`config.mk`:
```
export PLATFORM = sky130hd
export DESIGN_NAME = ps2_key_sequencer_flat
export DESIGN_NICKNAME = d
export VERILOG_FILES = /design/src/rtl/ps2_pkg.sv /design/src/rtl/ps2_key_sequencer_if.sv /design/src/rtl/ps2_key_fifo.sv /design/src/rtl/ps2_key_sequencer.sv /design/src/flat_wrapper.sv
export SDC_FILE = /design/constraint.sdc
export NUM_CORES = 1
export LEC_CHECK = 0
export ABC_AREA = 1
export BUFFER_PORTS_ARGS = -buffer_cell sky130_fd_sc_hd__buf_2
export CORE_ASPECT_RATIO = 0.5
export CORE_MARGIN = 10
export CORE_UTILIZATION = 50
export DETAILED_ROUTE_END_ITERATION = 8
export GPL_TIMING_DRIVEN = 1
export PLACE_DENSITY_LB_ADDON = 0.15
export SKIP_LAST_GASP = 1
export SYNTH_ARGS = -nofsm -noshare
export SYNTH_HDL_FRONTEND = slang
export SYNTH_SLANG_ARGS = --single-unit
```
`constraint.sdc`:
```
create_clock -name Clock_50 -period 5.4 [get_ports Clock_50]
set_clock_uncertainty 0.15 [all_clocks]
set_input_delay 0.54 -clock Clock_50 [delete_from_list [all_inputs] [get_ports Clock_50]]
set_output_delay 0.54 -clock Clock_50 [all_outputs]
set_load 0.03 [all_outputs]
```
`src/rtl/ps2_pkg.sv`:
```
// Shared types and scan-code constants for the PS/2 key sequencer.
package ps2_pkg;

    typedef enum logic [1:0] {
        S_IDLE      = 2'd0,
        S_BREAK     = 2'd1,
        S_EXT       = 2'd2,
        S_EXT_BREAK = 2'd3
    } ps2_state_e;

    localparam logic [7:0] CODE_BREAK  = 8'hF0;
    localparam logic [7:0] CODE_EXT    = 8'hE0;
    localparam logic [7:0] CODE_LSHIFT = 8'h12;
    localparam logic [7:0] CODE_RSHIFT = 8'h59;

    typedef struct packed {
        logic       ext;
        logic       shift;
        logic [7:0] code;
    } key_entry_t;

    localparam int unsigned KEY_ENTRY_W = $bits(key_entry_t);

endpackage

```
`src/rtl/ps2_key_sequencer_if.sv`:
```
// Key-event bus between the sequencer and its scan-code source / consumer.
interface ps2_key_sequencer_if #(
    parameter int unsigned FIFO_DEPTH = 8
);
    localparam int unsigned CNT_W = $clog2(FIFO_DEPTH) + 1;

    logic [7:0]       PS2_code;
    logic             PS2_code_ready;
    logic             Key_pop;
    logic             Clear_overflow;
    logic             Key_valid;
    logic [7:0]       Key_code;
    logic             Key_extended;
    logic             Key_shift;
    logic [CNT_W-1:0] Key_count;
    logic             Overflow;

    modport master (
        input  PS2_code, PS2_code_ready, Key_pop, Clear_overflow,
        output Key_valid, Key_code, Key_extended, Key_shift, Key_count, Overflow
    );

    modport slave (
        output PS2_code, PS2_code_ready, Key_pop, Clear_overflow,
        input  Key_valid, Key_code, Key_extended, Key_shift, Key_count, Overflow
    );
endinterface

```
`src/rtl/ps2_key_fifo.sv`:
```
// Show-ahead FIFO for decoded key events; a pop on a full FIFO frees room for a same-cycle push.
module ps2_key_fifo #(
    parameter  int unsigned DEPTH = 8,
    parameter  int unsigned WIDTH = 10,
    localparam int unsigned AW    = $clog2(DEPTH),
    localparam int unsigned CW    = AW + 1
) (
    input  logic             clk,
    input  logic             rst,
    input  logic             push,
    input  logic             pop,
    input  logic [WIDTH-1:0] wr_data,
    output logic [WIDTH-1:0] rd_data,
    output logic             full,
    output logic             empty,
    output logic [CW-1:0]    count
);
    logic [WIDTH-1:0] mem [DEPTH];
    logic [AW-1:0]    wr_ptr;
    logic [AW-1:0]    rd_ptr;
    logic             do_push;
    logic             do_pop;

    assign empty   = (count == '0);
    assign full    = (count == CW'(DEPTH));
    assign do_pop  = pop && !empty;
    assign do_push = push && (!full || do_pop);
    assign rd_data = mem[rd_ptr];

    // Pointers wrap naturally because DEPTH is a power of two
    always_ff @(posedge clk) begin
        if (rst) begin
            wr_ptr <= '0;
            rd_ptr <= '0;
            count  <= '0;
        end else begin
            if (do_push) wr_ptr <= wr_ptr + AW'(1);
            if (do_pop)  rd_ptr <= rd_ptr + AW'(1);
            case ({do_push, do_pop})
                2'b10:   count <= count + CW'(1);
                2'b01:   count <= count - CW'(1);
                default: count <= count;
            endcase
        end
    end

    always_ff @(posedge clk) begin
        if (do_push) mem[wr_ptr] <= wr_data;
    end
endmodule

```
`src/rtl/ps2_key_sequencer.sv`:
```
// Decodes PS/2 set-2 make/break/extended sequences into key events with shift state, buffered in a FIFO.
module ps2_key_sequencer
    import ps2_pkg::*;
#(
    parameter int unsigned FIFO_DEPTH = 8
) (
    input  logic                        Clock_50,
    input  logic                        Reset,
    ps2_key_sequencer_if.master         key_bus
);
    localparam int unsigned CNT_W = $clog2(FIFO_DEPTH) + 1;

    ps2_state_e       state, state_n;
    logic             lshift, lshift_n;
    logic             rshift, rshift_n;
    logic             ready_d;
    logic             overflow;
    logic             new_code_c;
    logic             push_c;
    logic             drop_c;
    key_entry_t       entry_c;
    key_entry_t       head_c;
    logic [KEY_ENTRY_W-1:0] fifo_rd;
    logic             fifo_full;
    logic             fifo_empty;
    logic [CNT_W-1:0] fifo_count;

    assign new_code_c = key_bus.PS2_code_ready && !ready_d;
    assign drop_c     = push_c && fifo_full && !key_bus.Key_pop;

    // ready_d resets high so a level already present at reset release is not a new code
    always_ff @(posedge Clock_50) begin
        if (Reset) begin
            state    <= S_IDLE;
            lshift   <= 1'b0;
            rshift   <= 1'b0;
            ready_d  <= 1'b1;
            overflow <= 1'b0;
        end else begin
            state   <= state_n;
            lshift  <= lshift_n;
            rshift  <= rshift_n;
            ready_d <= key_bus.PS2_code_ready;
            if (drop_c)                      overflow <= 1'b1;
            else if (key_bus.Clear_overflow) overflow <= 1'b0;
        end
    end

    always_comb begin
        state_n       = state;
        lshift_n      = lshift;
        rshift_n      = rshift;
        push_c        = 1'b0;
        entry_c.ext   = 1'b0;
        entry_c.shift = lshift || rshift;
        entry_c.code  = key_bus.PS2_code;
        if (new_code_c) begin
            unique case (state)
                S_IDLE: begin
                    case (key_bus.PS2_code)
                        CODE_BREAK:  state_n  = S_BREAK;
                        CODE_EXT:    state_n  = S_EXT;
                        CODE_LSHIFT: lshift_n = 1'b1;
                        CODE_RSHIFT: rshift_n = 1'b1;
                        default:     push_c   = 1'b1;
                    endcase
                end
                S_BREAK: begin
                    if (key_bus.PS2_code == CODE_LSHIFT) lshift_n = 1'b0;
                    if (key_bus.PS2_code == CODE_RSHIFT) rshift_n = 1'b0;
                    state_n = S_IDLE;
                end
                S_EXT: begin
                    case (key_bus.PS2_code)
                        CODE_BREAK: state_n = S_EXT_BREAK;
                        CODE_EXT:   state_n = S_EXT;
                        default: begin
                            push_c      = 1'b1;
                            entry_c.ext = 1'b1;
                            state_n     = S_IDLE;
                        end
                    endcase
                end
                default: state_n = S_IDLE;
            endcase
        end
    end

    ps2_key_fifo #(
        .DEPTH (FIFO_DEPTH),
        .WIDTH (KEY_ENTRY_W)
    ) u_fifo (
        .clk     (Clock_50),
        .rst     (Reset),
        .push    (push_c),
        .pop     (key_bus.Key_pop),
        .wr_data (entry_c),
        .rd_data (fifo_rd),
        .full    (fifo_full),
        .empty   (fifo_empty),
        .count   (fifo_count)
    );

    // Head fields read as zero whenever nothing is queued
    assign head_c = fifo_empty ? key_entry_t'('0) : key_entry_t'(fifo_rd);

    assign key_bus.Key_valid    = !fifo_empty;
    assign key_bus.Key_code     = head_c.code;
    assign key_bus.Key_extended = head_c.ext;
    assign key_bus.Key_shift    = head_c.shift;
    assign key_bus.Key_count    = fifo_count;
    assign key_bus.Overflow     = overflow;
endmodule

```
`src/flat_wrapper.sv`:
```
// flat-port wrapper written by rule: the top's interface ports become plain ports
module ps2_key_sequencer_flat import ps2_pkg::*;
#(
    parameter int unsigned FIFO_DEPTH = 8
)
  (Clock_50, Reset, key_bus_PS2_code, key_bus_PS2_code_ready, key_bus_Key_pop, key_bus_Clear_overflow, key_bus_Key_valid, key_bus_Key_code, key_bus_Key_extended, key_bus_Key_shift, key_bus_Key_count, key_bus_Overflow);
  ps2_key_sequencer_if #(.FIFO_DEPTH(FIFO_DEPTH)) key_bus_i ();
  input  logic Clock_50;
  input  logic Reset;
  input wire logic [$bits(key_bus_i.PS2_code)-1:0] key_bus_PS2_code;
  input wire logic [$bits(key_bus_i.PS2_code_ready)-1:0] key_bus_PS2_code_ready;
  input wire logic [$bits(key_bus_i.Key_pop)-1:0] key_bus_Key_pop;
  input wire logic [$bits(key_bus_i.Clear_overflow)-1:0] key_bus_Clear_overflow;
  output wire logic [$bits(key_bus_i.Key_valid)-1:0] key_bus_Key_valid;
  output wire logic [$bits(key_bus_i.Key_code)-1:0] key_bus_Key_code;
  output wire logic [$bits(key_bus_i.Key_extended)-1:0] key_bus_Key_extended;
  output wire logic [$bits(key_bus_i.Key_shift)-1:0] key_bus_Key_shift;
  output wire logic [$bits(key_bus_i.Key_count)-1:0] key_bus_Key_count;
  output wire logic [$bits(key_bus_i.Overflow)-1:0] key_bus_Overflow;
  assign key_bus_i.PS2_code = key_bus_PS2_code;
  assign key_bus_i.PS2_code_ready = key_bus_PS2_code_ready;
  assign key_bus_i.Key_pop = key_bus_Key_pop;
  assign key_bus_i.Clear_overflow = key_bus_Clear_overflow;
  assign key_bus_Key_valid = key_bus_i.Key_valid;
  assign key_bus_Key_code = key_bus_i.Key_code;
  assign key_bus_Key_extended = key_bus_i.Key_extended;
  assign key_bus_Key_shift = key_bus_i.Key_shift;
  assign key_bus_Key_count = key_bus_i.Key_count;
  assign key_bus_Overflow = key_bus_i.Overflow;
  ps2_key_sequencer #(.FIFO_DEPTH(FIFO_DEPTH)) u_core (.Clock_50(Clock_50), .Reset(Reset), .key_bus(key_bus_i));
endmodule
```
== Word level (Yosys, flattened, before mapping) ==
Memory sizes are Yosys's and may differ from the RTL's. A register that Yosys moved wholly into a read port is not among the register bits.
Index checks and enable logic that the tools add are counted.
Widths: inputs -> output; s select.

* Flip-flop bits (word level): 16
* RAM bits: 80
* Bits of input ports: 13
* Output and inout bits: 16
* Word-level logic and storage cells: 71
* Memories: 1

{| class="wikitable"
|+ Memories
! memory !! words !! width !! rd ports !! clocked after memory_dff !! write ports !! line !! RTL
|-
| u_core.u_fifo.mem || 8 || 10 || 1 || 1 || 1 || ps2_key_fifo.sv:18 || <nowiki>logic [WIDTH-1:0] mem [DEPTH];</nowiki>
|}

* $add $sub $neg: 4
* Eq/ne operators: 14
* Mux-type cells: 23
* Reductions and logical operators: 21

{| class="wikitable"
|+ Operators by type and width
! kind !! count
|-
| $eq 8x8->1 const B || 2
|-
| $mux 1 || 13
|-
| $pmux 2 s2 || 3
|-
| $mux 10 || 1
|-
| $eq 8x5->1 const B || 1
|-
| $eq 8x7->1 const B || 1
|-
| $ne 2x1->1 const B || 4
|-
| $pmux 4 s2 || 1
|-
| $reduce_and 4->1 || 2
|-
| $add 3x1->3 const B || 2
|-
| $mux 3 || 2
|-
| $pmux 1 s2 || 3
|-
| $reduce_bool 2->1 || 3
|-
| $logic_and 1x1->1 || 5
|-
| $add 4x1->4 const B || 1
|-
| $eq 2x1->1 const B || 2
|-
| $eq 2x2->1 const B || 2
|-
| $eq 4x4->1 const B || 1
|-
| $logic_not 1->1 || 4
|-
| $logic_not 4->1 || 1
|-
| $reduce_or 4->1 || 1
|-
| $sub 4x1->4 const B || 1
|-
| $ne 3x1->1 const B || 1
|-
| $logic_not 2->1 || 1
|-
| other kinds (3) || 4
|}

== Depth between registers and ports, before layout ==
Gate-level depths: netlist (run 1).

* Depth after elaboration: 8
* Gate-level depth with buffers: 20
* Gate-level depth less buffers: 20

== Cells and area by module ==
From an unflattened synthesis (run 1), not the netlist that was laid out.

* Cells, all modules: 402
* Area, all modules: 4342.9 um2

{| class="wikitable"
|+ By module, submodules not included
! module !! times used !! cells each !! area each (um2) !! seq. area each (um2)
|-
| ps2_key_fifo || 1 || 300 || 3799.9 || 2662.6
|-
| ps2_key_sequencer || 1 || 102 || 543.0 || 120.1
|}

== Worst setup path after synthesis (run 1) ==
Ideal clock, no wire load.

* Path type: register -> output
* Start point: reg u_core.u_fifo.count[0]
* End point: out key_bus_Key_code[0]
* Arrival time: 1.900 ns
* Data required time: 4.710 ns
* Slack: 2.810 ns
* Cell stages (with the launch flop): 6
* Path buffers: 1
* Cells stage by stage: dfxtp_1 nor2_1 nand3_1 clkbuf_1 o21ai_0 a31oi_1

* Word-level cells in the longest chain between the ends: 2

{| class="wikitable"
|+ RTL lines
! what !! line !! RTL
|-
| from (decl) || ps2_key_fifo.sv:16 || <nowiki>output logic [CW-1:0] count</nowiki>
|-
| from (signal assigned) || ps2_key_fifo.sv:40 || <nowiki>2'b10: count <= count + CW'(1);</nowiki>
|-
| from (signal assigned) || ps2_key_fifo.sv:41 || <nowiki>2'b01: count <= count - CW'(1);</nowiki>
|-
| from (signal assigned) || ps2_key_fifo.sv:42 || <nowiki>default: count <= count;</nowiki>
|-
| $logic_not 4->1 || ps2_key_fifo.sv:24 || <nowiki>assign empty = (count == '0);</nowiki>
|-
| $mux 10 || ps2_key_sequencer.sv:105 || <nowiki>assign head_c = fifo_empty ? key_entry_t'('0) : key_entry_t'(fifo_rd);</nowiki>
|-
| to (decl) || flat_wrapper.sv:15 || <nowiki>output wire logic [$bits(key_bus_i.Key_code)-1:0] key_bus_Key_code;</nowiki>
|}

No other way between the ends.

== Worst setup path after layout (run 1) ==
* Start point: reg u_core.u_fifo.count[0]
* End point: mem u_core.u_fifo.mem[7][2] (enable)

* Word-level cells in the longest chain between the ends: 7
* Elaborated cells between the ends (all ways): 9
* Those cells by class: eq/ne: 1; mux: 2; reduce/logical: 6

{| class="wikitable"
|+ RTL lines
! what !! line !! RTL
|-
| $logic_not 4->1 || ps2_key_fifo.sv:24 ||
|-
| $logic_not 1->1 || ps2_key_fifo.sv:26 || <nowiki>assign do_pop = pop && !empty;</nowiki>
|-
| $logic_and 1x1->1 || ps2_key_fifo.sv:26 ||
|-
| $logic_or 1x1->1 * || ps2_key_fifo.sv:27 || <nowiki>assign do_push = push && (!full || do_pop);</nowiki>
|-
| $logic_and 1x1->1 * || ps2_key_fifo.sv:27 ||
|-
| $mux 1 * || ps2_key_fifo.sv:48 || <nowiki>if (do_push) mem[wr_ptr] <= wr_data;</nowiki>
|-
| $mux 1 (implied by the code) * || ps2_key_fifo.sv:48 ||
|-
| to (decl) || ps2_key_fifo.sv:18 ||
|}

Mark *: on every way between the ends. The rest lies on a longest branch, timed or not.

==> results of run 1 <==
-- metrics by stage --
stage                     area, µm²  instances  total power, W  setup WS, ns  hold WS, ns
final                          4760        535         0.00232          2.14        0.262
after global placement         4490        519         0.00175          2.21        0.283
after CTS                      4760        535         0.00234          2.07        0.257
after floorplan                4240        391         0.00152          2.81        0.269
after global routing           4760        535         0.00246          1.83        0.262
after detailed placement       4490        519         0.00178          2.06        0.290
-- cell type report --
cell class / instances / area (µm²)
Clock inverter: 5 / 30.0
Inverter: 34 / 128
Fill cell: 679 / 3360
Sequential cell: 99 / 2780
Tap cell: 112 / 140
Timing Repair Buffer: 32 / 170
Multi-Input combinational cell: 242 / 1270
Clock buffer: 11 / 233
-- logic make-up after synthesis --
group / share of synthesized area [%]
buf+inv: 4.42
xor+xnor: 0.206
simple gates: 15.9
fa+ha+maj: 1.65
flops: 65.6
compound gates: 12.2
-- registers in the layout, summed over array words and instances (netlist names), named ones only --
register and cells:
u_core.key_bus.Overflow 1, u_core.lshift 1, u_core.ready_d 1, u_core.rshift 1
u_core.state 2, u_core.u_fifo.count 4, u_core.u_fifo.mem 80, u_core.u_fifo.rd_ptr 3
u_core.u_fifo.wr_ptr 3
-- metal layers --
layer | vias to the layer above | track usage [%] | routed length (µm)
met1 | 1377 | 21.2 | 4100
li1 | 1423 | - | -
met5 | - | 0 | 0
met2 | 97 | 24.1 | 4510
met3 | 10 | 4.56 | 867
met4 | 0 | 5.35 | 72
-- power by group through the flow --
stage                     registers, W  logic, W  clock network [W]
after floorplan               0.000923  0.000594                  0
after global placement        0.000894  0.000859                  0
after detailed placement      0.000898  0.000878                  0
after CTS                     0.000882  0.000881           0.000579
after global routing          0.000887  0.000966           0.000609
final                         0.000883  0.000870           0.000566
-- how the worst max path moves through the flow --
stage	from	end	cells past startpoint
after CTS	u_core.u_fifo.count[0]	u_core.u_fifo.mem[7][5]	10
after detailed placement	u_core.u_fifo.count[0]	u_core.u_fifo.mem[7][5]	10
final	u_core.u_fifo.count[0]	u_core.u_fifo.mem[7][2]	10
after global placement	key_bus_PS2_code[0]	u_core.u_fifo.mem[7][2]	13
after floorplan	u_core.u_fifo.count[0]	key_bus_Key_code[0]	5
after global routing	u_core.u_fifo.count[0]	u_core.u_fifo.mem[7][5]	10
-- synthesized netlist by cell type --
library cell | instances | area, µm²
a21oi_1 | 13 | 65.1
a221oi_1 | 1 | 8.76
a31oi_1 | 11 | 68.8
buf_1 | 1 | 3.75
clkbuf_1 | 15 | 56.3
dfxtp_1 | 19 | 380
edfxtp_1 | 80 | 2400
fa_1 | 1 | 20.0
ha_1 | 4 | 50.1
inv_1 | 27 | 101
inv_2 | 7 | 26.3
nand2_1 | 22 | 82.6
nand2_2 | 5 | 31.3
nand2_4 | 1 | 11.3
nand2_8 | 3 | 60.1
nand3_1 | 7 | 35.0
nand3_2 | 3 | 30.0
nand4_1 | 3 | 18.8
nand4_2 | 1 | 12.5
nor2_1 | 85 | 319
nor2_2 | 4 | 25.0
nor2_4 | 3 | 33.8
nor3_2 | 1 | 10.0
o21ai_0 | 57 | 285
o21ai_1 | 4 | 20.0
o22ai_1 | 10 | 62.6
o31ai_1 | 1 | 7.51
or2_2 | 1 | 6.26
xor2_1 | 1 | 8.76
-- worst reg2reg max path: stages, from the launching register on --
cell     delay [ns]
dfxtp_1        0.42
nor2_1         0.10
nand3_1        0.43
nand2_1        0.25
nand4_1        0.18
inv_1          0.10
nor2_4         0.16
inv_2          0.07
nor2_2         0.13
inv_2          0.07
nor2_1         0.83
-- cells in the final DEF, fill, tap and decap left out, types with 5 or more instances in the layout --
cell / count
edfxtp_1: 80
clkbuf_16: 9
o22ai_1: 10
inv_1: 27
nand2_2: 5
nand3_1: 7
nor2_1: 85
inv_2: 7
a31oi_1: 11
nand2_1: 22
dfxtp_1: 19
a21oi_1: 13
o21ai_0: 57
buf_2: 28
==> impl_metrics.env, run 1 <==
export IMPL_htree_levels=3
export IMPL_clkTransAtPathRegs_ns=0.06
export IMPL_clkSinkCount=99
export IMPL_drtAntennaViolNets=0
export IMPL_fp_row_count=23
export IMPL_cts_root_buf="clkbuf_16"
export IMPL_required_ns=5.21
export IMPL_crit_reg2reg_capture="u_core.u_fifo.mem[7][2]"
export IMPL_final_core_util_pct=58.6
export IMPL_cp_arrival_ns=3.07
export IMPL_die_y_um=85.1
export IMPL_drive_gt1_share_pct=17.5
export IMPL_critical_path_startpoint_type="flip-flop"
export IMPL_critPathKind="reg -> reg"
export IMPL_clock_fmax_ghz=0.306
export IMPL_p_leak_nw=1.73
export IMPL_synth_fp_nets=409
export IMPL_cts_setup_buffers=0
export IMPL_grt_pass1_wl_um=15600
export IMPL_n_antenna_cell=0
export IMPL_status="completed"
export IMPL_antenna_found_initial=0
export IMPL_synth_area_um2=4240
export IMPL_power_internal_w=0.00141
export IMPL_dieArea_um2=12800
export IMPL_hold_buffers=0
export IMPL_grt_ovfl_total=0
export IMPL_netlist_instances=391
export IMPL_max_cap_violations=0
export IMPL_clock_latency_ns=0.34
export IMPL_hold_viol_final=0
export IMPL_ys_types=29
export IMPL_p_sw_share_pct=39.3
export IMPL_grt_pass1_vias=2936
export IMPL_tightest_slew_ns=1.21
export IMPL_avgRoutedWirePerCell_um=17.9
export IMPL_hpwl_um=6330
export IMPL_combPwrFrac_pct=37.5
export IMPL_gp_congestion=0.826
export IMPL_r2r_cells=10
export IMPL_avgSynthCellArea_um2=10.9
export IMPL_fin_setup_tns_ns=0
export IMPL_drc=0
export IMPL_cp_slowest_stage_delay_ns=0.83
export IMPL_hold_start="key_bus_PS2_code_ready"
export IMPL_maxSlewHeadroom_pct=19.3
export IMPL_yosysSeqAreaShare_pct=65.6
export IMPL_switching_power_w=0.000912
export IMPL_path_buf_inv=3
export IMPL_clk_path_buf_depth=2
export IMPL_fin_crit_sh_pct=60.4
export IMPL_drt_iter0_markers=182
export IMPL_worstHoldPathCells=3
export IMPL_ys_warn_count=0
export IMPL_clkPwrFrac_pct=24.4
export IMPL_p_seq_share_pct=38.1
export IMPL_endpoint_kind="flip-flop"
export IMPL_holdPathEnd="u_core.ready_d"
export IMPL_power_per_cell_area_nw_per_um2=488
export IMPL_cts_resized=0
export IMPL_crit_chain="nor2_1 > nand3_1 > nand2_1 > nand4_1 > inv_1 > nor2_4 > inv_2 > nor2_2 > inv_2 > nor2_1"
export IMPL_numCtsBuffers=9
export IMPL_cp_top_family="simple AND/OR/NAND/NOR gates"
export IMPL_core_area_um2=8120
export IMPL_first_pass_iters=5
export IMPL_ys_ff_latch=99
export IMPL_die_w_um=150
export IMPL_start_util_pct=52.3
export IMPL_rsz0062_at_grt="no"
export IMPL_grt_use_total_pct=15.8
export IMPL_portBuffers=28
export IMPL_nNetsFinal=436
export IMPL_crit_reg2reg_launch="u_core.u_fifo.count[0]"
export IMPL_vias=2907
export IMPL_vdd_drop_max_uv=281
export IMPL_cts_tree="done"
export IMPL_min_period_ns=3.26
export IMPL_ios=29
export IMPL_setup_violations=0
export IMPL_crit_path_max_fanout=12
export IMPL_cp_slowest_cell="nor2_1"
export IMPL_area_delta_synth_final_pct=12.1
export IMPL_routed_wl_um=9550
export IMPL_hp_class="in -> reg"
export IMPL_via_per_inst=5.43
export IMPL_r2r_slack_ns=2.14
export IMPL_grt_start_max_net_pins=42
export IMPL_slew_violations=0
No activity file was read; power rests on OpenSTA's default activity.
==> inputs of run 2 (changes only) <==
==> constraint.sdc (replaced) <==
create_clock -name Clock_50 -period 2.8 [get_ports Clock_50]
set_clock_uncertainty 0.15 [all_clocks]
set_input_delay 0.28 -clock Clock_50 [delete_from_list [all_inputs] [get_ports Clock_50]]
set_output_delay 0.28 -clock Clock_50 [all_outputs]
set_load 0.03 [all_outputs]
==> impl_metrics.env, run 2 (synthesis gave the netlist of run 1 again) <==
export IMPL_status="completed"
export IMPL_routed_wl_um=9370
export IMPL_cts_tree="done"
export IMPL_cp_arrival_ns=2.65
export IMPL_regMostFlops="u_core.u_fifo.mem"
export IMPL_grt_use_total_pct=15.3
export IMPL_grt_pass1_vias=2945
export IMPL_top_regs="u_core.u_fifo.mem: 80 flops, u_core.u_fifo.count: 4 flops"
export IMPL_crit_reg2reg_capture="u_core.u_fifo.count[3]"
export IMPL_hold_start="Reset"
export IMPL_gp_congestion=0.811
export IMPL_ios=29
export IMPL_grt_start_max_net_pins=41
export IMPL_maxSlewHeadroom_pct=60.2
export IMPL_grt_pass1_wl_um=15100
export IMPL_fp_row_count=23
export IMPL_clkPwrFrac_pct=25.5
export IMPL_critical_path_startpoint_type="input port"
export IMPL_final_common_cell="nor2_1"
export IMPL_p_seq_share_pct=37.5
export IMPL_p_sw_share_pct=39.4
export IMPL_crit_path_max_fanout=7
export IMPL_hpwl_um=6110
export IMPL_n_antenna_cell=0
export IMPL_largest_register_ffs=80
export IMPL_crit_chain="dlygate4sd3_1 > buf_2 > inv_1 > nor2_2 > nand2_8 > nand2_8 > inv_1 > ha_1 > nand2_1 > nand2_1 > a31oi_1 > inv_1 > nand3_1 > nand3_2 > nand2_1 > inv_1 > nor2_1"
export IMPL_hp_class="in -> reg"
export IMPL_area_delta_synth_final_pct=14.5
export IMPL_p_leak_nw=1.79
export IMPL_required_ns=2.93
export IMPL_dieArea_um2=12800
export IMPL_holdPathEnd="u_core.lshift"
export IMPL_met2_usage_pct=25.0
export IMPL_path_buf_inv=6
export IMPL_via_per_inst=5.39
export IMPL_max_cap_violations=0
export IMPL_first_pass_iters=4
export IMPL_drtAntennaViolNets=0
export IMPL_drc=0
export IMPL_htree_levels=3
export IMPL_slew_violations=0
export IMPL_worstHoldPathCells=2
export IMPL_antenna_found_initial=0
export IMPL_core_area_um2=8120
export IMPL_crit_cells=17
export IMPL_combPwrFrac_pct=37.0
export IMPL_cts_root_buf="clkbuf_16"
export IMPL_drt_iter0_markers=215
export IMPL_final_cell_count_no_fill=545
export IMPL_rsz0062_at_grt="no"
export IMPL_numCtsBuffers=9
export IMPL_drive_gt1_share_pct=19.6
export IMPL_vias=2937
export IMPL_avgRoutedWirePerCell_um=17.2
export IMPL_portBuffers=28
export IMPL_r2r_slack_ns=0.38
export IMPL_critPathKind="in -> reg"
export IMPL_min_period_ns=2.51
export IMPL_die_w_um=150
export IMPL_fin_setup_tns_ns=0
export IMPL_cp_top_family="simple AND/OR/NAND/NOR gates"
export IMPL_cp_slowest_cell="dlygate4sd3_1"
export IMPL_most_common_layout_cells="85 x nor2_1, 80 x edfxtp_1, 57 x o21ai_0"
export IMPL_clkSinkCount=99
export IMPL_cp_slowest_stage_delay_ns=0.52
export IMPL_endpoint_kind="flip-flop"
export IMPL_fin_crit_sh_pct=89.8
export IMPL_die_y_um=85.1
export IMPL_tightest_slew_ns=0.596
export IMPL_clk_path_buf_depth=2
export IMPL_power_internal_w=0.00276
export IMPL_power_per_cell_area_nw_per_um2=939
export IMPL_hold_viol_final=0
export IMPL_switching_power_w=0.00180
export IMPL_crit_reg2reg_launch="u_core.state[1]"
export IMPL_clkTransAtPathRegs_ns=0.07
export IMPL_setup_violations=0
export IMPL_cp_startpoint="key_bus_PS2_code_ready"
export IMPL_nNetsFinal=446
export IMPL_design_area_um2=4860
export IMPL_clock_fmax_ghz=0.398
export IMPL_placed_cell_area_um2=4560
export IMPL_clock_latency_ns=0.34
export IMPL_grt_util_met3_pct=4.40
export IMPL_grt_busiest_layer="met2"
export IMPL_grt_use_met1_pct=19.2
export IMPL_start_util_pct=52.3
export IMPL_cts_setup_buffers=0
export IMPL_grt_ovfl_total=0
export IMPL_r2r_cells=17
export IMPL_cp_common_cell="inv_1"
export IMPL_vdd_drop_max_uv=479
export IMPL_placed_cells=528
## run 2: cell count changes in the layout (fill, tap and decap cells not counted), sizes merged
cell / previous run / this run
inv: 34 / 36
dlygate4sd3: 0 / 1
buf: 32 / 41
clkbuf: 11 / 9
## run 2: power by group through the flow
stage / clock [W] / combinational, W / sequential [W]
final: 0.00116 / 0.00169 / 0.00171
after global routing: 0.00125 / 0.00187 / 0.00172
after floorplan: 0 / 0.00115 / 0.00178
after detailed placement: 0 / 0.00170 / 0.00174
after CTS: 0.00119 / 0.00171 / 0.00171
after global placement: 0 / 0.00166 / 0.00173
## run 2: how the worst max path moves through the flow
stage	endpoint	slack, ns
6_report	u_core.u_fifo.count[3]	0.29
3_3_place_gp	u_core.u_fifo.count[3]	0.26
2_1_floorplan	u_core.u_fifo.mem[5][0]	0.41
5_1_grt	u_core.u_fifo.count[3]	0.06
3_5_place_dp	u_core.u_fifo.count[3]	0.18
4_1_cts	key_bus_Key_code[4]	0.22
## run 2: final cells by class
class / count / area [µm²]
clock buffer: 9 / 225
clock inverter: 7 / 60.1
fill: 688 / 3260
inverter: 34 / 128
multi-input combinational: 242 / 1270
sequential: 99 / 2780
tap: 112 / 140
timing repair buffer: 42 / 248
## run 2: stage by stage
stage / hold slack, ns / total power (W) / util, % / setup slack (ns)
after floorplan: 0.199 / 0.00293 / - / 0.415
after global placement: 0.282 / 0.00340 / 56.2 / 0.260
after detailed placement: 0.285 / 0.00344 / 56.2 / 0.184
after CTS: 0.00214 / 0.00460 / 59.8 / 0.222
after global routing: 0.0210 / 0.00484 / 59.8 / 0.0599
final: 0.0163 / 0.00456 / 59.8 / 0.285
## run 2: worst register-to-register path: cells and delay by family, from the launching register on
family                     cells  cell delay (ns)
and+or+nand+nor               11             1.08
DFF                            1             0.35
adders and majority gates      1             0.31
buffers and inverters          4             0.28
AOI/OAI and AO/OA              1             0.21
## run 2: metal layers
| metal | up-vias | wire length [µm] | part of all wire (%) |
|---|---|---|---|
| met5 | - | 0 | 0 |
| met4 | 0 | 97 | 1.0 |
| met3 | 11 | 702 | 7.5 |
| met2 | 95 | 4520 | 48 |
| met1 | 1393 | 4050 | 43 |
| li1 | 1438 | - | - |
## run 2: what timing repair did
action                    in CTS  in global routing
resized for setup              0                  0
hold buffers                   1                  0
hold endpoints to repair       1                  0
==> inputs of run 3 (changes only) <==
--- a/config.mk
+++ b/config.mk
@@ -7,10 +7,13 @@
 export LEC_CHECK = 0
 export ABC_AREA = 1
 export BUFFER_PORTS_ARGS = -buffer_cell sky130_fd_sc_hd__buf_2
+export CELL_PAD_IN_SITES_DETAIL_PLACEMENT = 0
+export CELL_PAD_IN_SITES_GLOBAL_PLACEMENT = 1
 export CORE_ASPECT_RATIO = 0.5
 export CORE_MARGIN = 10
-export CORE_UTILIZATION = 50
+export CORE_UTILIZATION = 43
 export DETAILED_ROUTE_END_ITERATION = 8
+export GPL_ROUTABILITY_DRIVEN = 0
 export GPL_TIMING_DRIVEN = 1
 export PLACE_DENSITY_LB_ADDON = 0.15
 export SKIP_LAST_GASP = 1
==> impl_metrics.env, run 3 (synthesis gave the netlist of run 1 again) <==
export IMPL_status="completed"
export IMPL_numCtsBuffers=9
export IMPL_cts_tree="done"
export IMPL_die_y_um=90.2
export IMPL_cp_arrival_ns=2.24
export IMPL_cts_resized=0
export IMPL_drtAntennaViolNets=0
export IMPL_grt_start_max_net_pins=41
export IMPL_grt_pass1_wl_um=15300
export IMPL_grt_ovfl_total=0
export IMPL_crit_end="key_bus_Key_code[5]"
export IMPL_min_period_ns=2.67
export IMPL_hold_buffers=2
export IMPL_core_area_um2=9540
export IMPL_critical_path_startpoint_type="flip-flop"
export IMPL_max_cap_violations=0
export IMPL_design_area_um2=4930
export IMPL_clock_latency_ns=0.35
export IMPL_grt_pass1_vias=2895
export IMPL_first_pass_iters=4
export IMPL_regMostFlops="u_core.u_fifo.mem"
export IMPL_n_antenna_cell=0
export IMPL_layout_setup_ws_ns=0.135
export IMPL_setup_violations=0
export IMPL_hold_slack_ns=0.0320
export IMPL_drive_gt1_share_pct=20.0
export IMPL_vias=2897
export IMPL_nNetsFinal=449
export IMPL_clock_fmax_ghz=0.375
export IMPL_avgRoutedWirePerCell_um=16.8
export IMPL_cts_root_buf="clkbuf_16"
export IMPL_most_common_layout_cells="85 x nor2_1, 80 x edfxtp_1, 57 x o21ai_0"
export IMPL_ios=29
export IMPL_fin_crit_sh_pct=95.2
export IMPL_routed_wl_um=9570
export IMPL_grt_use_total_pct=13.6
export IMPL_pre_cts_ws_ns=0.178
export IMPL_r2r_slack_ns=0.39
export IMPL_via_per_inst=5.07
export IMPL_crit_reg2reg_capture="u_core.u_fifo.count[3]"
export IMPL_placed_cell_area_um2=4600
export IMPL_required_ns=2.37
export IMPL_dieArea_um2=14500
export IMPL_drc=0
export IMPL_hpwl_um=6250
export IMPL_antenna_found_initial=0
export IMPL_drt_iter0_markers=213
export IMPL_final_common_cell="nor2_1"
export IMPL_power_per_cell_area_nw_per_um2=944
export IMPL_rsz0062_at_grt="no"
export IMPL_vdd_drop_max_uv=412
export IMPL_maxSlewHeadroom_pct=50.5
export IMPL_r2r_cells=15
export IMPL_total_power_w=0.00465
export IMPL_fin_setup_tns_ns=0
export IMPL_slew_violations=0
export IMPL_cts_setup_buffers=0
export IMPL_fp_row_count=25
export IMPL_tightest_slew_ns=0.742
export IMPL_critPathKind="reg -> out"
export IMPL_clkSinkCount=99
export IMPL_multi_input_area_um2=1270
export IMPL_fillers=844
export IMPL_largest_register_ffs=80
export IMPL_start_util_pct=44.5
export IMPL_clkTransAtPathRegs_ns=0.07
export IMPL_register_area_um2=2780
export IMPL_hp_class="in -> reg"
export IMPL_endpoint_kind="output pin"
export IMPL_p_leak_nw=1.82
export IMPL_die_w_um=160
export IMPL_hold_viol_final=0
export IMPL_area_delta_synth_final_pct=16.1
export IMPL_portBuffers=28
export IMPL_htree_levels=3
export IMPL_crit_reg2reg_launch="u_core.u_fifo.count[0]"
export IMPL_top_regs="u_core.u_fifo.mem: 80 flops, u_core.u_fifo.count: 4 flops"
export IMPL_clk_path_buf_depth=2
export IMPL_crit_path_max_fanout=20
[run 3: per-layer routing]
layer  global-route usage [%]  vias up  routed length, µm
met2                     21.5       75               4370
li1                         -     1445                  -
met4                     4.33        0                126
met5                        0        -                  0
met1                     17.2     1366               4370
met3                     4.64       11                715
[run 3: worst min path at each step]
stage | start | to | depth (start not counted)
after floorplan | Reset | u_core.key_bus.Overflow | 1
after global placement | u_core.rshift | u_core.rshift | 2
after detailed placement | u_core.rshift | u_core.rshift | 2
after CTS | key_bus_Clear_overflow | u_core.key_bus.Overflow | 4
after global routing | key_bus_Clear_overflow | u_core.key_bus.Overflow | 4
final | key_bus_Clear_overflow | u_core.key_bus.Overflow | 4
[run 3: through the flow]
step,utilization [%],instances
2_1_floorplan,-,391
3_3_place_gp,48.3,553
3_5_place_dp,48.3,553
4_1_cts,51.6,571
5_1_grt,51.6,571
6_report,51.6,571
[run 3: where the power goes]
group / leakage, nW / internal, W / switching [W]
sequential: 0.886 / 0.00165 / 0.0000568
combinational: 0.785 / 0.000498 / 0.00120
clock: 0.144 / 0.000702 / 0.000540
total: 1.82 / 0.00285 / 0.00180
[run 3: worst max-delay path, cell delays in order (launching register included)]
cell and delay, ns:
dfxtp_1 0.32, inv_1 0.54, o21ai_0 0.20, o22ai_1 0.17, o21ai_0 0.09, a31oi_1 0.29, buf_2 0.27
[run 3: final cells by class]
type                            count  share of cell area, %
Sequential cell                    99                   56.5
Timing Repair Buffer               45                   5.54
Tap cell                          135                   3.43
Multi-Input combinational cell    242                   25.8
Inverter                           34                   2.59
Clock buffer                       10                   4.65
Clock inverter                      6                   1.47
